<file path="config.mk">
export PLATFORM = sky130hd
export DESIGN_NAME = hex_scan_mux
export DESIGN_NICKNAME = d
export VERILOG_FILES = /design/src/rtl/hex_scan_pkg.sv /design/src/rtl/seg7_decode.sv /design/src/rtl/hex_scan_mux.sv
export SDC_FILE = /design/constraint.sdc
export NUM_CORES = 1
export LEC_CHECK = 0
export ABC_AREA = 0
export CELL_PAD_IN_SITES_DETAIL_PLACEMENT = 2
export CELL_PAD_IN_SITES_GLOBAL_PLACEMENT = 2
export CORE_ASPECT_RATIO = 0.7
export CORE_MARGIN = 8
export CORE_UTILIZATION = 38
export DETAILED_ROUTE_END_ITERATION = 8
export GPL_ROUTABILITY_DRIVEN = 0
export HOLD_SLACK_MARGIN = 0.03
export PLACE_DENSITY = 0.84
export SYNTH_ARGS = -nofsm -noshare
export SYNTH_HDL_FRONTEND = slang
export SYNTH_SLANG_ARGS = --single-unit
</file>
<file path="constraint.sdc">
create_clock -name i_clock -period 5.83 [get_ports i_clock]
set_clock_uncertainty 0.2 [all_clocks]
set_input_delay 0.583 -clock i_clock [delete_from_list [all_inputs] [get_ports i_clock]]
set_output_delay 0.583 -clock i_clock [all_outputs]
set_load 0.02 [all_outputs]
</file>
<file path="src/rtl/hex_scan_pkg.sv">
// Shared types and constants for the two-digit seven-segment scanner.
package hex_scan_pkg;

  // Scan sequence: SHOW0 -> BLANK0 -> SHOW1 -> BLANK1 -> SHOW0.
  typedef enum logic [1:0] {
    SHOW0  = 2'd0,
    BLANK0 = 2'd1,
    SHOW1  = 2'd2,
    BLANK1 = 2'd3
  } scan_state_t;

  // Segment patterns in gfedcba order (bit 0 = a), indexed by hex value.
  localparam logic [6:0] SEG7_TABLE [16] = '{
    7'h3F, 7'h06, 7'h5B, 7'h4F, 7'h66, 7'h6D, 7'h7D, 7'h07,
    7'h7F, 7'h6F, 7'h77, 7'h7C, 7'h39, 7'h5E, 7'h79, 7'h71
  };

  function automatic int unsigned max_u(input int unsigned a, input int unsigned b);
    return (a > b) ? a : b;
  endfunction

endpackage

</file>
<file path="src/rtl/seg7_decode.sv">
// Combinational hex nibble to gfedcba segment decoder.
module seg7_decode
  import hex_scan_pkg::*;
(
  input  logic [3:0] i_nibble,
  output logic [6:0] o_seg
);

  // Table lookup; every nibble value has an entry.
  always_comb begin
    o_seg = SEG7_TABLE[i_nibble];
  end

endmodule

</file>
<file path="src/rtl/hex_scan_mux.sv">
// Two-digit time-multiplexed seven-segment scanner with a one-byte pending slot.
// A byte accepted over valid/ready is held in the pending slot and only moves
// to the display register at a frame boundary (BLANK1 -> SHOW0), so a digit
// never changes value mid-frame.
module hex_scan_mux
  import hex_scan_pkg::*;
#(
  parameter int unsigned REFRESH_DIV  = 50_000,
  parameter int unsigned BLANK_CYCLES = 500,
  parameter bit          LZ_BLANK     = 1'b1,
  parameter bit          ACTIVE_LOW   = 1'b0
) (
  input  logic       i_clock,
  input  logic       i_reset,
  input  logic       i_valid,
  input  logic [7:0] i_byte,
  output logic       o_ready,
  output logic [6:0] o_seg,
  output logic [1:0] o_digit_en,
  output logic       o_frame
);

  localparam int unsigned CNT_MAX = max_u(REFRESH_DIV, BLANK_CYCLES);
  localparam int unsigned CNT_W   = $clog2(CNT_MAX + 1);

  localparam logic [CNT_W-1:0] SHOW_LOAD  = CNT_W'(REFRESH_DIV);
  localparam logic [CNT_W-1:0] BLANK_LOAD = CNT_W'(BLANK_CYCLES);
  localparam logic [CNT_W-1:0] CNT_ONE    = CNT_W'(1);

  scan_state_t      r_state;
  scan_state_t      w_state_d;
  logic [CNT_W-1:0] r_cnt;
  logic [CNT_W-1:0] w_cnt_d;

  logic [7:0] r_disp;
  logic [7:0] w_disp_d;
  logic [7:0] r_pend;
  logic [7:0] w_pend_d;
  logic       r_pend_valid;
  logic       w_pend_valid_d;

  logic [6:0] r_seg;
  logic [6:0] w_seg_d;
  logic [1:0] r_digit_en;
  logic [1:0] w_digit_en_d;
  logic       r_frame;

  logic       w_last;
  logic       w_boundary;
  logic       w_commit;
  logic       w_ready;
  logic       w_accept;
  logic [3:0] w_nibble;
  logic [6:0] w_dec_seg;

  // Final cycle of the current state; <= guards against a zero load.
  assign w_last     = (r_cnt <= CNT_ONE);
  assign w_boundary = w_last && (r_state == BLANK1);
  // Commit only uses pending that was already held, so an accept in the
  // boundary cycle waits a full frame.
  assign w_commit   = w_boundary && r_pend_valid;

  // Ready is forced low while reset is held so nothing is taken in that cycle.
  assign w_ready  = !r_pend_valid && !i_reset;
  assign w_accept = i_valid && w_ready;

  // Scan sequencing: one down-counter reloaded on every state change.
  always_comb begin
    w_state_d = r_state;
    w_cnt_d   = r_cnt - CNT_ONE;
    if (w_last) begin
      unique case (r_state)
        SHOW0: begin
          w_state_d = BLANK0;
          w_cnt_d   = BLANK_LOAD;
        end
        BLANK0: begin
          w_state_d = SHOW1;
          w_cnt_d   = SHOW_LOAD;
        end
        SHOW1: begin
          w_state_d = BLANK1;
          w_cnt_d   = BLANK_LOAD;
        end
        default: begin
          w_state_d = SHOW0;
          w_cnt_d   = SHOW_LOAD;
        end
      endcase
    end
  end

  // Pending slot and display register next-state.
  always_comb begin
    w_disp_d       = r_disp;
    w_pend_d       = r_pend;
    w_pend_valid_d = r_pend_valid;
    if (w_commit) begin
      w_disp_d       = r_pend;
      w_pend_valid_d = 1'b0;
    end else if (w_accept) begin
      w_pend_d       = i_byte;
      w_pend_valid_d = 1'b1;
    end
  end

  // Nibble selected from next-state so registered outputs line up with r_state.
  assign w_nibble = (w_state_d == SHOW1) ? w_disp_d[7:4] : w_disp_d[3:0];

  seg7_decode u_seg7_decode (
    .i_nibble (w_nibble),
    .o_seg    (w_dec_seg)
  );

  // Logical segment/enable values for the upcoming state.
  always_comb begin
    w_seg_d      = 7'h00;
    w_digit_en_d = 2'b00;
    unique case (w_state_d)
      SHOW0: begin
        w_seg_d      = w_dec_seg;
        w_digit_en_d = 2'b01;
      end
      SHOW1: begin
        w_seg_d      = w_dec_seg;
        w_digit_en_d = (LZ_BLANK && (w_disp_d[7:4] == 4'h0)) ? 2'b00 : 2'b10;
      end
      default: begin
        w_seg_d      = 7'h00;
        w_digit_en_d = 2'b00;
      end
    endcase
  end

  // State, data and output registers with synchronous reset.
  always_ff @(posedge i_clock) begin
    if (i_reset) begin
      r_state      <= BLANK1;
      r_cnt        <= BLANK_LOAD;
      r_disp       <= 8'h00;
      r_pend       <= 8'h00;
      r_pend_valid <= 1'b0;
      r_seg        <= 7'h00;
      r_digit_en   <= 2'b00;
      r_frame      <= 1'b0;
    end else begin
      r_state      <= w_state_d;
      r_cnt        <= w_cnt_d;
      r_disp       <= w_disp_d;
      r_pend       <= w_pend_d;
      r_pend_valid <= w_pend_valid_d;
      r_seg        <= w_seg_d;
      r_digit_en   <= w_digit_en_d;
      r_frame      <= w_commit;
    end
  end

  // Pin polarity is applied last, after all logical rules.
  assign o_seg      = ACTIVE_LOW ? ~r_seg : r_seg;
  assign o_digit_en = ACTIVE_LOW ? ~r_digit_en : r_digit_en;
  assign o_frame    = r_frame;
  assign o_ready    = w_ready;

endmodule

</file>
Word level (Yosys, flattened, before mapping)
Memories as Yosys holds them, arrays and structs flattened. A register that Yosys moved wholly into a read port is not among the register bits.
Cells that the tools add are included.
Widths: inputs -> output; s select.
- flip-flop bits (word level): 38
- bits in read-only memories: 112
- word-level logic and storage cells: 39
- memories: 1
- memories (memory ; depth ; width ; rd ports ; clocked after Yosys merged registers in ; write ports ; line ; RTL):
    (name not given) ; 16 ; 7 ; 1 ; 1 ; 0 ; seg7_decode.sv:11 ; o_seg = SEG7_TABLE[i_nibble];
- add/sub/neg operators: 1
- $lt $le $gt $ge: 1
- eq/ne operators: 4
- mux-type cells: 8
- bitwise logic cells: 3
- reduce and logical (&&, ||, !) cells: 14
- operators with widths (kind ; count):
    $mux 16 ; 2
    $le 16x1->1 const B ; 1
    $sub 16x1->16 const B ; 1
    $mux 8 ; 1
    $reduce_or 2->1 ; 4
    $eq 2x2->1 const B ; 3
    $pmux 2 s3 ; 1
    $not 4->5 ; 1
    $logic_and 1x1->1 ; 4
    $logic_not 2->1 ; 2
    $logic_not 4->1 ; 1
    $mux 2 ; 2
    $mux 4 ; 1
    $pmux 2 s2 ; 1
    $eq 2x1->1 const B ; 1
    $logic_not 1->1 ; 2
    $not 1->1 ; 2
    $reduce_and 2->1 ; 1

Longest topological paths before layout
- word-level depth: 7
- depth in mapped cells: 12

Modules after synthesis
A second synthesis with hierarchy kept.
- cell total of the unflattened synthesis: 216
- area, all modules: 2189.6 µm²
- modules (own cells, without submodules) (module ; times used ; cells an instance ; area each (µm²)):
    hex_scan_mux ; 1 ; 183 ; 1899.3
    seg7_decode ; 1 ; 33 ; 290.3

Worst setup path before layout
Ideal clock, no wire load.
- kind: reg2reg
- start point: register r_cnt[10]
- end point: register r_seg[0] (netlist: o_seg[0])
- setup time: 0.127 ns
- data arrival time: 2.826 ns
- required time: 5.503 ns
- path slack: 2.677 ns
- cell stages (with the launch flop): 10
- path buffers: 1
- clock period less this slack: 3.153 ns
- path through: dfxtp_1 -> or4_4 -> or3_4 -> buf_6 -> or4_4 -> nand3_2 -> ha_1 -> a2111oi_0 -> o211a_1 -> or3_1
- word-level cells in the longest chain between the ends: 6
- RTL lines (what ; line ; RTL):
    start: declaration ; hex_scan_mux.sv:32 ; logic [CNT_W-1:0] r_cnt;
    start signal: assignment ; hex_scan_mux.sv:148 ; r_cnt <= w_cnt_d;
    $le 16x1->1 (*) ; hex_scan_mux.sv:57 ; assign w_last = (r_cnt <= CNT_ONE);
    $mux 2 or $logic_and 1x1->1 (tied branches) ; hex_scan_mux.sv:71, hex_scan_mux.sv:58 ;
    $eq 2x2->1 (tied with other cells) ; hex_scan_mux.sv:108, hex_scan_mux.sv:119 ;
    $reduce_or 2->1 (no source line) or $mux 8 (tied branches) ; - ;
    $not 1->1 (no source line) or $mux 4 (tied branches) ; - ;
    $reduce_or 2->1 (no source line) or $not 4->5 (tied branches) ; - ;
    end: declaration ; hex_scan_mux.sv:42 ; logic [6:0] r_seg;
Mark *: on every way between the ends. The rest lies on a longest branch, timed or not.
A chain may end at the register's enable or synchronous reset.

Worst setup path in the final report
- start point: register r_cnt[0]
- end point: register r_seg[0] (netlist: o_seg[0])
The elaborated chain is that of the path after synthesis.

==> out/summary.txt <==
=================================================================================
Result of the run ..................................................    completed
Register clock-pin slew on the reported worst setup and hold paths .      0.09 ns
Area growth syn-to-layout ..........................................        14.9%
Post-synthesis register bit count ..................................           45
CTS root buf ....................................................... sky130_fd_sc_hd__clkbuf_8
Total number of H-tree levels ......................................            2
Mean area per synthesized cell .....................................    8.96 um^2
Via count of the first global-routing pass .........................         2261
Nets ...............................................................          310
Headroom to the max-slew limit .....................................        34.0%
Number of detailed-route iterations in the first pass ..............            4
Shortest clock period the worst path allows after layout ...........      3.92 ns
Area inside the core boundary ......................................    6160 um^2
Number of buffer and inverter stages on the critical path ..........            2
Rows ...............................................................           24
Min-Delay Endpoint .................................................     r_cnt[0]
Cell breakdown of the critical path ................................ inv_1 -> ha_1 -> o2111ai_1 -> nor3_1 -> buf_4 -> a211oi_1 -> and2_1 -> ha_1 -> a2111oi_0 -> o211a_1 -> or3_1
Die boundary height ................................................      82.4 um
IO buf count .......................................................           21
Number of cells traversed by the worst register-to-register path ...           11
Die Footprint ......................................................    9130 um^2
Fraction of layout instances using a drive strength above 1 ........        9.72%
Wire length of the first global-routing pass .......................     11700 um
All-Layer GR Usage .................................................        15.7%
Floorplan die width ................................................       111 um
Initial core utilization ...........................................        38.9%
Clock Path Buffers .................................................            2
Synthesized instance count .........................................          267
Cell types occupying the most area after synthesis ................. sky130_fd_sc_hd__dfxtp_1, sky130_fd_sc_hd__ha_1, sky130_fd_sc_hd__mux2i_1
Number of buffers added for setup after CTS ........................            0
Critical Path End Type .............................................     register
Power Density ......................................................  210 nW/um^2
Number of violations of the max-capacitance limit ..................            0
Arrival time at the worst endpoint .................................      3.91 ns
TritonCTS clock tree ...............................................          yes
Transition time at the pin with the least slew margin ..............     0.987 ns
# setup viols final ................................................            0
Highest ir drop seen on vdd ........................................    0.0972 mV
Share of the clock period used by the worst path ...................        67.3%
Share of the synthesized area in the top cell type .................        37.7%
Drt via density ....................................................         5.72
Max stage delay on crit path .......................................      0.74 ns
Cell type with the highest occurrence count on the critical path ... sky130_fd_sc_hd__ha_1
Count of distinct cell types in the synthesized netlist ............           53
Filler cell count in the final layout ..............................          678
Final sum of negative setup slack ..................................         0 ns
Net count after synthesis ..........................................          290
Maximum fanout along the worst path ................................           12
Number of enable flip-flop cells after synthesis ...................            0
Required time at the worst-slack endpoint ..........................      5.81 ns
Via count ..........................................................         2094
Cells on Worst Hold Path ...........................................            1
First-iteration detailed-routing DRC count .........................           98
Standby leakage power ..............................................      1.03 nW
Launch point of the worst hold path ................................     r_cnt[0]
Area leader, netlist ............................................... sky130_fd_sc_hd__dfxtp_1
Maximum number of pins on one net before global-route repair .......           27
Hold crit path type ................................................ register to register
Worst Setup Path Type .............................................. register to register
CTS buffer count ...................................................            5
HPWL after DPL .....................................................      5100 um
CP top delay family ................................................ compound AO/OA/AOI/OAI gates
Antenna violations before repair ...................................            0
Yosys warnings .....................................................            0
Register area share after synthesis ................................        37.7%
Count of final max-slew check failures .............................            0
Worst R2R Setup Slack ..............................................      1.91 ns
RSZ-0062 raised after global routing ...............................           no
CP startpoint kind .................................................     register
TritonCTS sink count ...............................................           45
Launch point of the worst reg-to-reg path ..........................     r_cnt[0]
Total count of hold-check failures in the final report .............            0
Count of boundary I/O pins .........................................           22
Share of synthesized flip-flops with an asynchronous set or reset ..           0%
Peak Freq ..........................................................    0.255 GHz
Storage element area ...............................................     901 um^2
Master of the slowest instance on the critical path ................ sky130_fd_sc_hd__o2111ai_1
Post-route DRC .....................................................            0
Reg-to-reg endpoint ................................................     o_seg[0]
Utilization after layout ...........................................        44.7%
Drt wl/cell ........................................................      18.8 um
Number of hold-repair buffers added at the cts stage ...............            0
Footprint of the multi-input gates .................................    1400 um^2
Clock network latency to the later pin of the worst-skew pair ......      0.30 ns
Commonest register cell after synthesis ............................ sky130_fd_sc_hd__dfxtp_1
Gates resized, CTS repair ..........................................            0
Number of antenna-violating nets in the routed design ..............            0
Final wirelength ...................................................      6890 um
Total global routing overflow ......................................            0
Number of antenna diodes ...........................................            0
Combined area of all synthesized cells .............................    2390 um^2
Worst Hold Margin ..................................................     0.289 ns
=================================================================================
-- synthesized netlist by cell type, drive strengths merged, types with 3 or more instances --
master	count
a2111oi	5
a211o	3
a211oi	8
a21oi	20
and2	3
buf	6
clkbuf	4
dfxtp	45
ha	12
inv	7
mux2i	11
nand2	26
nand2b	4
nand3	6
nand4	3
nor2	27
nor2b	3
nor3	15
nor4	7
o21ai	10
or3	5
or4	4
xnor2	10
-- cell families after synthesis --
| logic type | count (synthesis) | share of synthesized area (%) |
|---|---|---|
| buf+inv | 17 | 3.71 |
| xor+xnor | 12 | 4.39 |
| compound gates | 61 | 17.6 |
| flops | 45 | 37.7 |
| simple gates | 108 | 24.8 |
| fa+ha+maj | 12 | 6.28 |
| mux | 12 | 5.54 |
-- worst register-to-register path: stages, from the launching register on --
cell and delay, ns:
sky130_fd_sc_hd__dfxtp_1 0.41, sky130_fd_sc_hd__inv_1 0.10, sky130_fd_sc_hd__ha_1 0.29, sky130_fd_sc_hd__o2111ai_1 0.74, sky130_fd_sc_hd__nor3_1 0.15, sky130_fd_sc_hd__buf_4 0.23
sky130_fd_sc_hd__a211oi_1 0.46, sky130_fd_sc_hd__and2_1 0.29, sky130_fd_sc_hd__ha_1 0.28, sky130_fd_sc_hd__a2111oi_0 0.11, sky130_fd_sc_hd__o211a_1 0.25, sky130_fd_sc_hd__or3_1 0.29
-- metrics by stage --
stage	cell area, um^2	power (mW)	std cells	setup slack [ns]
floorplan	2390	0.360	267	2.68
global placement	2650	0.375	358	2.30
detailed placement	2650	0.377	358	2.12
CTS	2750	0.586	366	1.92
global route	2750	0.604	366	1.63
finish	2750	0.578	366	1.91
-- state kept, by name, summed over array words and instances (netlist names) --
signal / count
o_frame: 1
r_state: 2
r_pend_valid: 1
r_cnt: 16
o_digit_en: 2
r_disp: 8
o_seg: 7
r_pend: 8
-- cell usage in the layout, fill, tap and decap left out, types with 2 or more instances in the layout --
cell type,n
sky130_fd_sc_hd__nor3_1,14
sky130_fd_sc_hd__or3_4,2
sky130_fd_sc_hd__nor4_1,4
sky130_fd_sc_hd__nor4_2,2
sky130_fd_sc_hd__nor2b_1,3
sky130_fd_sc_hd__a21oi_1,20
sky130_fd_sc_hd__nand2_1,26
sky130_fd_sc_hd__dfxtp_1,45
sky130_fd_sc_hd__or3_1,2
sky130_fd_sc_hd__buf_4,2
sky130_fd_sc_hd__nor2_1,27
sky130_fd_sc_hd__a2111oi_0,4
sky130_fd_sc_hd__nand3_1,5
sky130_fd_sc_hd__a211oi_1,8
sky130_fd_sc_hd__a211o_2,2
sky130_fd_sc_hd__and2_1,2
sky130_fd_sc_hd__a221oi_1,2
sky130_fd_sc_hd__nand4_1,3
sky130_fd_sc_hd__clkdlybuf4s50_1,21
sky130_fd_sc_hd__nand2b_1,4
sky130_fd_sc_hd__a21boi_0,2
sky130_fd_sc_hd__ha_1,12
sky130_fd_sc_hd__or4_1,2
sky130_fd_sc_hd__clkbuf_8,6
sky130_fd_sc_hd__or4_4,2
sky130_fd_sc_hd__xor2_1,2
sky130_fd_sc_hd__inv_1,6
sky130_fd_sc_hd__o21ai_0,9
sky130_fd_sc_hd__o22ai_1,2
sky130_fd_sc_hd__nor3b_1,2
sky130_fd_sc_hd__a41o_1,2
sky130_fd_sc_hd__xnor2_1,10
sky130_fd_sc_hd__mux2i_1,11
sky130_fd_sc_hd__o2111ai_1,2
-- routing by layer --
layer | GRT usage, % | routed length [um] | up-vias
met3 | 3.61 | 217 | 9
met2 | 25.9 | 2970 | 37
met1 | 20.3 | 3610 | 1032
met5 | 0 | 0 | -
met4 | 4.70 | 92 | 0
li1 | - | - | 1016
-- power by group --
group	internal, mW	leakage [nW]	switching, mW
registers	0.316	0.365	0.0102
clock network	0.0963	0.0512	0.112
logic	0.0202	0.616	0.0242
-- how the worst max path moves through the flow --
stage	startpoint	to	slack (ns)	depth (start not counted)
finish	r_cnt[0]	o_seg[0]	1.91	11
global route	r_cnt[0]	o_seg[1]	1.63	11
CTS	r_cnt[0]	o_seg[0]	1.92	11
detailed placement	r_cnt[0]	o_seg[0]	2.12	11
global placement	r_cnt[0]	o_seg[0]	2.30	11
floorplan	r_cnt[10]	o_seg[0]	2.68	9
-- cell type report --
type                    instances  area share (%)
repair buffers                 23            8.19
clock inverters                 2           0.501
flip-flops and latches         45            32.8
well taps                      78            3.55
inverters                       7           0.956
clock buffers                   6            3.00
multi-input cells             205            51.0
Note: power is estimated with default switching activity, not from simulation.
